$ cat config.mk
export PLATFORM = sky130hd
export DESIGN_NAME = uart_tx_arbiter
export DESIGN_NICKNAME = d
export VERILOG_FILES = /design/src/rtl/uart_arb_pkg.sv /design/src/rtl/uart_tx_arbiter_rr_pick.sv /design/src/rtl/uart_tx_arbiter.sv
export SDC_FILE = /design/constraint.sdc
export NUM_CORES = 1
export LEC_CHECK = 0
export ABC_CLOCK_PERIOD_IN_PS = 2450
export CAP_MARGIN = 0
export CELL_PAD_IN_SITES_DETAIL_PLACEMENT = 2
export CELL_PAD_IN_SITES_GLOBAL_PLACEMENT = 2
export CORE_MARGIN = 2
export CORE_UTILIZATION = 22
export CTS_BUF_LIST = sky130_fd_sc_hd__clkbuf_16
export DETAILED_ROUTE_END_ITERATION = 8
export PLACE_DENSITY_LB_ADDON = 0.1
export SLEW_MARGIN = 20
export SYNTH_ARGS = -nofsm -noshare
export SYNTH_HDL_FRONTEND = slang
export SYNTH_HIERARCHICAL = 1
export SYNTH_SLANG_ARGS = --single-unit
$ cat constraint.sdc
create_clock -name clk -period 2.45 [get_ports clk]
set_input_delay 0.3675 -clock clk [delete_from_list [all_inputs] [get_ports clk]]
set_output_delay 0.3675 -clock clk [all_outputs]
set_load 0.05 [all_outputs]
$ cat src/rtl/uart_arb_pkg.sv
// Shared types and constants for the UART transmit arbiter.
// FSM state encoding and the WAIT_LOW timeout length.
package uart_arb_pkg;

  typedef enum logic [1:0] {
    IDLE      = 2'd0,
    START     = 2'd1,
    WAIT_LOW  = 2'd2,
    WAIT_HIGH = 2'd3
  } arb_state_t;

  localparam int WAIT_LOW_TIMEOUT = 4;

endpackage

$ cat src/rtl/uart_tx_arbiter_rr_pick.sv
// Combinational round-robin picker: returns the first set request at or
// after (i_last + 1) mod NUM_REQ.
module rr_pick #(
  parameter int NUM_REQ = 4
) (
  input  logic [NUM_REQ-1:0]         i_req,
  input  logic [$clog2(NUM_REQ)-1:0] i_last,
  output logic                       o_found,
  output logic [$clog2(NUM_REQ)-1:0] o_index
);

  localparam int IDX_W = $clog2(NUM_REQ);

  always_comb begin
    int                 sum;
    logic [IDX_W-1:0]   idx;
    o_found = 1'b0;
    o_index = '0;
    sum     = 0;
    idx     = '0;
    // Walk from farthest to nearest so the nearest requester overwrites last.
    for (int k = NUM_REQ; k >= 1; k--) begin
      sum = int'(i_last) + k;
      if (sum >= NUM_REQ) begin
        sum = sum - NUM_REQ;
      end
      idx = sum[IDX_W-1:0];
      if (i_req[idx]) begin
        o_found = 1'b1;
        o_index = idx;
      end
    end
  end

endmodule

$ cat src/rtl/uart_tx_arbiter.sv
// Round-robin arbiter sharing one UART transmitter among NUM_REQ cores.
// Define UART_ARB_LOCK_EN to let req_lock keep ownership across a message.
module uart_tx_arbiter
  import uart_arb_pkg::*;
#(
  parameter int NUM_REQ    = 4,
  parameter int DATA_WIDTH = 8
) (
  input  logic                          clk,
  input  logic                          rst,
  input  logic [NUM_REQ-1:0]            req,
  input  logic [NUM_REQ*DATA_WIDTH-1:0] req_byte,
  input  logic [NUM_REQ-1:0]            req_lock,
  output logic [NUM_REQ-1:0]            ack,
  output logic [$clog2(NUM_REQ)-1:0]    owner,
  output logic                          busy,
  input  logic                          tx_ready,
  output logic                          txByteStart,
  output logic [DATA_WIDTH-1:0]         byteForTx
);

  localparam int IDX_W = $clog2(NUM_REQ);
  localparam int CNT_W = $clog2(WAIT_LOW_TIMEOUT);
  localparam logic [CNT_W-1:0] CNT_LAST = CNT_W'(WAIT_LOW_TIMEOUT - 1);

  arb_state_t             r_state;
  logic [IDX_W-1:0]       r_owner;
  logic [IDX_W-1:0]       r_last;
  logic [DATA_WIDTH-1:0]  r_byte;
  logic                   r_busy;
  logic                   r_start;
  logic [NUM_REQ-1:0]     r_ack;
  logic [CNT_W-1:0]       r_wl_cnt;

  logic [NUM_REQ-1:0]     w_eligible;
  logic                   w_found;
  logic [IDX_W-1:0]       w_pick;
  logic [NUM_REQ-1:0]     w_pick_onehot;
  logic [DATA_WIDTH-1:0]  w_bytes [NUM_REQ];

  generate
    for (genvar gi = 0; gi < NUM_REQ; gi++) begin : g_slice
      assign w_bytes[gi]       = req_byte[gi*DATA_WIDTH +: DATA_WIDTH];
      assign w_pick_onehot[gi] = (w_pick == IDX_W'(gi));
    end
  endgenerate

`ifdef UART_ARB_LOCK_EN
  logic               r_lock_hold;
  logic [NUM_REQ-1:0] w_owner_onehot;

  generate
    for (genvar gi = 0; gi < NUM_REQ; gi++) begin : g_owner
      assign w_owner_onehot[gi] = (r_owner == IDX_W'(gi));
    end
  endgenerate

  // Lock is captured when a frame completes; releasing req_lock reopens
  // round-robin immediately, starting after the current owner.
  always_ff @(posedge clk) begin
    if (rst) begin
      r_lock_hold <= 1'b0;
    end else if (r_state == WAIT_HIGH && tx_ready) begin
      r_lock_hold <= req_lock[r_owner];
    end else if (r_state == WAIT_LOW && tx_ready && r_wl_cnt == CNT_LAST) begin
      r_lock_hold <= 1'b0;
    end
  end

  assign w_eligible = (r_lock_hold && req_lock[r_owner]) ? (req & w_owner_onehot) : req;
`else
  logic w_unused_lock;
  assign w_unused_lock = ^req_lock;
  assign w_eligible    = req;
`endif

  rr_pick #(
    .NUM_REQ (NUM_REQ)
  ) u_rr_pick (
    .i_req   (w_eligible),
    .i_last  (r_last),
    .o_found (w_found),
    .o_index (w_pick)
  );

  always_ff @(posedge clk) begin
    if (rst) begin
      r_state  <= IDLE;
      r_owner  <= '0;
      r_last   <= IDX_W'(NUM_REQ - 1);
      r_byte   <= '0;
      r_busy   <= 1'b0;
      r_start  <= 1'b0;
      r_ack    <= '0;
      r_wl_cnt <= '0;
    end else begin
      case (r_state)
        IDLE: begin
          if (tx_ready && w_found) begin
            r_state <= START;
            r_owner <= w_pick;
            r_last  <= w_pick;
            r_byte  <= w_bytes[w_pick];
            r_busy  <= 1'b1;
            r_start <= 1'b1;
            r_ack   <= w_pick_onehot;
          end
        end
        START: begin
          r_start  <= 1'b0;
          r_ack    <= '0;
          r_wl_cnt <= '0;
          r_state  <= WAIT_LOW;
        end
        WAIT_LOW: begin
          // A UART that never drops ready is assumed to have already finished.
          if (!tx_ready) begin
            r_state <= WAIT_HIGH;
          end else if (r_wl_cnt == CNT_LAST) begin
            r_state <= IDLE;
            r_busy  <= 1'b0;
          end else begin
            r_wl_cnt <= r_wl_cnt + 1'b1;
          end
        end
        WAIT_HIGH: begin
          if (tx_ready) begin
            r_state <= IDLE;
            r_busy  <= 1'b0;
          end
        end
        default: r_state <= IDLE;
      endcase
    end
  end

  assign ack         = r_ack;
  assign owner       = r_owner;
  assign busy        = r_busy;
  assign txByteStart = r_start;
  assign byteForTx   = r_byte;

endmodule

==> flow_metrics.env, run 1 <==
export IMPL_hpwlAfterDp_microns=2990
export IMPL_dpl_cell_area_sq_um=1780
export IMPL_fmax_ghz=0.486
export IMPL_vias=1161
export IMPL_start_util_pct=22.7
export IMPL_grt_first_pass_wirelength_microns=6510
export IMPL_netlist_instances=127
export IMPL_layout_setup_ws_ns=0.392
export IMPL_die_y_microns=76.7
export IMPL_clock_sinks=22
export IMPL_ios=59
export IMPL_remaining_drc_errors=0
export IMPL_ys_seq_area_share_pct=37.9
export IMPL_dpl_worst_slack_ns=0.108
export IMPL_grt_max_degree=23
export IMPL_track_usage_pct=13.7
export IMPL_antenna_found_initial=0
export IMPL_io_buffers=54
export IMPL_critPathKind="in2reg"
export IMPL_outcome="complete, no violations"
export IMPL_synth_avg_cell_area_sq_um=9.14
export IMPL_synth_warnings=6
export IMPL_gp_congestion=0.750
export IMPL_ys_ff_latch=22
export IMPL_setup_viol=0
export IMPL_cts_tree="built"
export IMPL_grt_pass1_vias=1311
export IMPL_finish_instance_area_sq_um=1860
export IMPL_total_leakage_power_nw=0.654
export IMPL_ctsResizeCount=0
export IMPL_crit_path_start_kind="primary input"
export IMPL_h_tree_depth=1
export IMPL_clk_pin_slew_ns=0.06
export IMPL_drt_wl_total_microns=3750
export IMPL_rows=26
export IMPL_synth_nets=171
export IMPL_seq_area_sq_um=440
export IMPL_hold_path_class="reg2reg"
export IMPL_ir_drop_v=0.000242
export IMPL_synth_cell_types=27
export IMPL_die_w_microns=76.7
export IMPL_core_sq_um=5110
export IMPL_slew_violations=0
export IMPL_drtPass1Iterations=4
export IMPL_worst_ep_arrival_time_ns=2.19
export IMPL_clock_root_buffer="clkbuf_16"
export IMPL_area_growth_pct=60.0
export IMPL_critPathMaxFanout=13
export IMPL_ant_nets=0
export IMPL_via_per_inst=4.64
export IMPL_fin_crit_ns=2.06
export IMPL_timing_slew_headroom_pct=64.7
export IMPL_dp_cells=247
export IMPL_cts_buffers=3
export IMPL_fillCellCount=572
export IMPL_netlist_area_sq_um=1160
export IMPL_first_iter_violations=35
export IMPL_finClkSkew_ns=0.00220
export IMPL_final_instance_count_excl_fill=250
export IMPL_worst_setup_path_end_kind="flip-flop"
export IMPL_p_per_area_nw_per_um2=618
export IMPL_rsz0062_at_grt="false"
export IMPL_ctsHoldBuffers=0
export IMPL_max_cap_violations=0
export IMPL_n_antenna_cell=0
export IMPL_overflow=0
export IMPL_cp_required_ns=2.58
export IMPL_cts_buffer_depth=2
export IMPL_hold_violations=0
export IMPL_drive_gt1_share_pct=10.6
export IMPL_fin_nets=226
export IMPL_postCtsSetupRepairBufs=0
export IMPL_wl_per_cell_microns=15.0
export IMPL_fin_crit_sh_pct=84.0
export IMPL_finalSetupTns_ns=0
export IMPL_multi_input_area_sq_um=661
export IMPL_die_area_sq_um=5880
export IMPL_tightest_slew_ns=0.527
export IMPL_insertion_delay_ns=0.25
[worst max-delay path, cell delays in order]
cell and delay (ns):
clkdlybuf4s50_1 0.52, and2b_1 0.18, a21oi_2 0.04, o221ai_2 0.23, buf_12 0.19, mux4_2 0.50
nand2_1 0.09, a21oi_1 0.06
[kinds of logic after synthesis]
kind of cell             Yosys count  share of synthesized area [%]
flip-flops                        22                           37.9
buffers and inverters             10                           5.17
AND/OR/NAND/NOR                   54                           24.6
AO/OA/AOI/OAI                     31                           14.9
adder cells (fa/ha/maj)            1                           1.08
multiplexers                       9                           16.4
[where the power goes]
part           internal, mW  total, mW  switching (mW)
combinational         0.190      0.393           0.203
sequential            0.391      0.418          0.0273
clock                 0.215      0.337           0.122
[flip-flops by register name, summed over array words and instances, names as in the netlist]
name,count
byteForTx,8
ack,4
r_last,2
txByteStart,1
owner,2
r_state,2
busy,1
r_wl_cnt,2
[area by class of cell]
class                      count  share of cell area, %
multi-input combinational     95                   35.6
timing repair buffer          59                   31.8
sequential                    22                   23.7
tap                           70                   4.71
clock buffer                   3                   4.04
inverter                       1                  0.202
[cell usage after synthesis (all sizes together)]
| cell | number | share of area (%) |
|---|---|---|
| nand2 | 26 | 8.4 |
| inv | 1 | 0.32 |
| ha | 1 | 1.1 |
| or3 | 1 | 0.54 |
| o221ai | 1 | 1.3 |
| buf | 6 | 3.9 |
| nand3b | 6 | 3.9 |
| and2 | 2 | 1.1 |
| nand2b | 6 | 3.2 |
| nor4b | 1 | 0.75 |
| a21o | 1 | 0.65 |
| dfxtp | 22 | 38 |
| a31oi | 1 | 0.54 |
| a21oi | 25 | 11 |
| nand4bb | 1 | 0.97 |
| nand3 | 5 | 2.2 |
| o21ai | 3 | 1.3 |
| mux2i | 1 | 0.86 |
| nor4bb | 1 | 0.86 |
| and2b | 1 | 0.65 |
| and4bb | 1 | 1.1 |
| nor2 | 3 | 0.97 |
| mux4 | 8 | 16 |
| clkbuf | 3 | 0.97 |
[per-stage QoR]
step                utilization (%)  hold slack [ns]  power [mW]
detailed placement             34.9            0.451       0.828
global route                   36.4            0.473        1.22
global placement               34.9            0.442       0.815
finish                         36.4            0.457        1.15
floorplan                         -            0.463       0.665
CTS                            36.4            0.460        1.17
[placed cells by master, fill, tap and decap left out]
cell             instances
nand4bb_1                1
o221ai_2                 1
clkbuf_16                3
mux4_2                   8
nor4b_1                  1
clkdlybuf4s50_1         54
a31oi_1                  1
buf_4                    4
a21o_1                   1
nand3b_1                 6
a21oi_2                  1
nand2b_1                 6
nand3_1                  5
mux2i_1                  1
inv_1                    1
a21oi_1                 24
nand2_1                 26
and2_0                   2
dfxtp_1                 22
and4bb_2                 1
ha_1                     1
or3_1                    1
o21ai_0                  3
nor4bb_1                 1
buf_12                   1
and2b_1                  1
nor2_1                   3
[per-layer routing]
| metal | vias up | global-route usage [%] | share of wire [%] |
|---|---|---|---|
| li1 | 560 | - | - |
| met1 | 569 | 14.9 | 39 |
| met2 | 30 | 26.4 | 55 |
| met3 | 2 | 4.12 | 5.5 |
| met4 | 0 | 2.18 | 0.43 |
| met5 | - | 0 | 0 |
[path summary, 6_finish.rpt]
check	startpoint	end	slack, ns	cells after the start
hold reg to reg	byteForTx[5]	byteForTx[5]	0.46	2
setup reg to reg	r_last[1]	byteForTx[4]	0.61	7
hold / removal	byteForTx[5]	byteForTx[5]	0.46	2
setup / recovery	req[3]	byteForTx[4]	0.39	8
Power figures use the tool's default switching activity.
==> inputs of run 2 (changes only) <==
- ABC_CLOCK_PERIOD_IN_PS: 2450 -> 2000
- clock period: 2.45 -> 2 ns (I/O delays scaled with it)
==> run 2 against run 1 <==
Against the previous run:
- global-route usage grew 0.28 points
- largest cell class unchanged
- die area is the same
- total power grew 27%
- first-iteration DRC count grew 43%
- worst hold slack gained 0.0045 ns
- sequential power grew 22%
- clock power grew 27%
- combinational power grew 34%
- critical path depth shrank 1
- sequential share of layout area shrank 1.2 points
- cell area grew 5.3%
==> flow_metrics.env, run 2 (synthesized netlist as in run 1, its figures left out) <==
export IMPL_outcome="complete, no violations"
export IMPL_grt_pass1_vias=1356
export IMPL_fin_crit_ns=1.84
export IMPL_antenna_found_initial=0
export IMPL_cts_buffers=3
export IMPL_fin_crit_sh_pct=92.2
export IMPL_area_growth_pct=68.5
export IMPL_layout_common_cells="51 x clkdlybuf4s50_1, 25 x nand2_1, 24 x a21oi_1, 22 x dfxtp_1, 10 x buf_4"
export IMPL_grt_max_degree=16
export IMPL_ir_drop_v=0.000392
export IMPL_via_per_inst=4.65
export IMPL_crit_chain="nand2b_1 -> a21oi_2 -> o221ai_4 -> clkbuf_16 -> mux4_2 -> nand2_1 -> a21oi_1"
export IMPL_core_sq_um=5110
export IMPL_die_y_microns=76.7
export IMPL_ctsHoldBuffers=0
export IMPL_final_instance_count_excl_fill=258
export IMPL_utilization_pct=38.3
export IMPL_drive_gt1_share_pct=14.9
export IMPL_insertion_delay_ns=0.25
export IMPL_slew_violations=0
export IMPL_overflow=0
export IMPL_start_util_pct=22.7
export IMPL_n_antenna_cell=0
export IMPL_critPathMaxFanout=4
export IMPL_die_w_microns=76.7
export IMPL_largest_reg_flops=8
export IMPL_clk_pin_slew_ns=0.06
export IMPL_min_from="byteForTx[5]"
export IMPL_fmax_ghz=0.542
export IMPL_h_tree_depth=1
export IMPL_r2r_start="r_last[1]"
export IMPL_critPathBufInv=1
export IMPL_finClkSkew_ns=0.00346
export IMPL_hold_path_class="reg2reg"
export IMPL_vias=1200
export IMPL_setup_viol=0
export IMPL_remaining_drc_errors=0
export IMPL_clock_sinks=22
export IMPL_timing_slew_headroom_pct=64.1
export IMPL_fin_nets=233
export IMPL_slowest_delay_ns=0.49
export IMPL_crit_path_start_kind="flip-flop"
export IMPL_hpwlAfterDp_microns=3070
export IMPL_r2r_end="byteForTx[7]"
export IMPL_tightest_slew_ns=0.536
export IMPL_final_common_cell="clkdlybuf4s50_1"
export IMPL_die_area_sq_um=5880
export IMPL_critPathKind="reg2reg"
export IMPL_io_buffers=54
export IMPL_dp_cells=253
export IMPL_worstHoldEndpoint="byteForTx[5]"
export IMPL_first_iter_violations=50
export IMPL_track_usage_pct=14.0
export IMPL_cts_buffer_depth=2
export IMPL_max_cap_violations=0
export IMPL_cp_top_family="multiplexers"
export IMPL_total_leakage_power_nw=0.722
export IMPL_drt_wl_total_microns=3980
export IMPL_grt_first_pass_wirelength_microns=6510
export IMPL_p_per_area_nw_per_um2=748
export IMPL_cp_slowest_cell="mux4_2"
export IMPL_rows=26
export IMPL_clock_root_buffer="clkbuf_16"
export IMPL_rsz0062_at_grt="false"
export IMPL_cp_required_ns=2.14
export IMPL_reg2regPathDepth=7
export IMPL_worst_setup_path_end_kind="flip-flop"
export IMPL_holdPathStages=2
export IMPL_ios=59
export IMPL_hold_violations=0
export IMPL_reg2reg_slack_ns=0.16
export IMPL_worst_ep_arrival_time_ns=1.99
export IMPL_drtPass1Iterations=3
export IMPL_ant_nets=0
export IMPL_gp_congestion=0.746
export IMPL_wl_per_cell_microns=15.4
export IMPL_cts_tree="built"
## run 2: cell count changes in the layout (fill, tap and decap cells not counted), sizes merged
| cell | delta |
|---|---|
| buf | +6 |
| clkbuf | +1 |
| clkdlybuf4s50 | -3 |
| dlymetal6s2s | +3 |
| clkinv | +1 |
## run 2: metal layers
layer | vias up | track usage (%) | share of wire [%]
met1 | 589 | 16.0 | 42
met3 | 4 | 3.41 | 5.1
met5 | - | 0 | 0
met4 | 0 | 3.27 | 0.75
li1 | 577 | - | -
met2 | 30 | 26.1 | 52
## run 2: per-stage QoR
step / total power [mW] / setup WS (ns) / hold slack (ns) / cell area, sq um / TNS, ns
after CTS: 1.46 / 0.0114 / 0.466 / 1910 / 0
after global routing: 1.56 / 0.0484 / 0.489 / 1960 / 0
after detailed placement: 1.03 / -0.246 / 0.454 / 1830 / -1.90
after global placement: 1.01 / -0.196 / 0.449 / 1830 / -1.59
after floorplan: 0.814 / 0.194 / 0.396 / 1160 / 0
final: 1.46 / 0.155 / 0.462 / 1960 / 0
## run 2: cell type report
cell class / count / area (sq um)
clock buffers: 3 / 75.1
multi-input cells: 95 / 678
flip-flops and latches: 22 / 440
inverters: 1 / 3.75
fillers: 580 / 3150
repair buffers: 66 / 668
well taps: 70 / 87.6
clock inverters: 1 / 3.75
## run 2: worst max path at each step
stage,cells past startpoint,startpoint,slack [ns],endpoint
after floorplan,7,r_last[1],0.19,byteForTx[4]
after global placement,8,req[2],-0.20,byteForTx[7]
after detailed placement,8,req[2],-0.25,byteForTx[2]
after CTS,8,req[2],0.01,byteForTx[2]
after global routing,7,r_last[1],0.05,byteForTx[3]
final,7,r_last[1],0.16,byteForTx[7]
## run 2: what timing repair did
action                                  CTS  global route
endpoints found under the setup margin    0             6
gates resized for setup                   0             6
setup buffers                             0             0
## run 2: worst min-delay path: stages, from the launching register on
cell and delay, ns:
dfxtp_1 0.31, nand2_1 0.05, a21oi_1 0.05
## run 2: power by group
part	switching [mW]	internal, mW	total, mW
clock network	0.160	0.267	0.427
logic	0.264	0.261	0.525
registers	0.0335	0.479	0.512
total	0.457	1.01	1.46
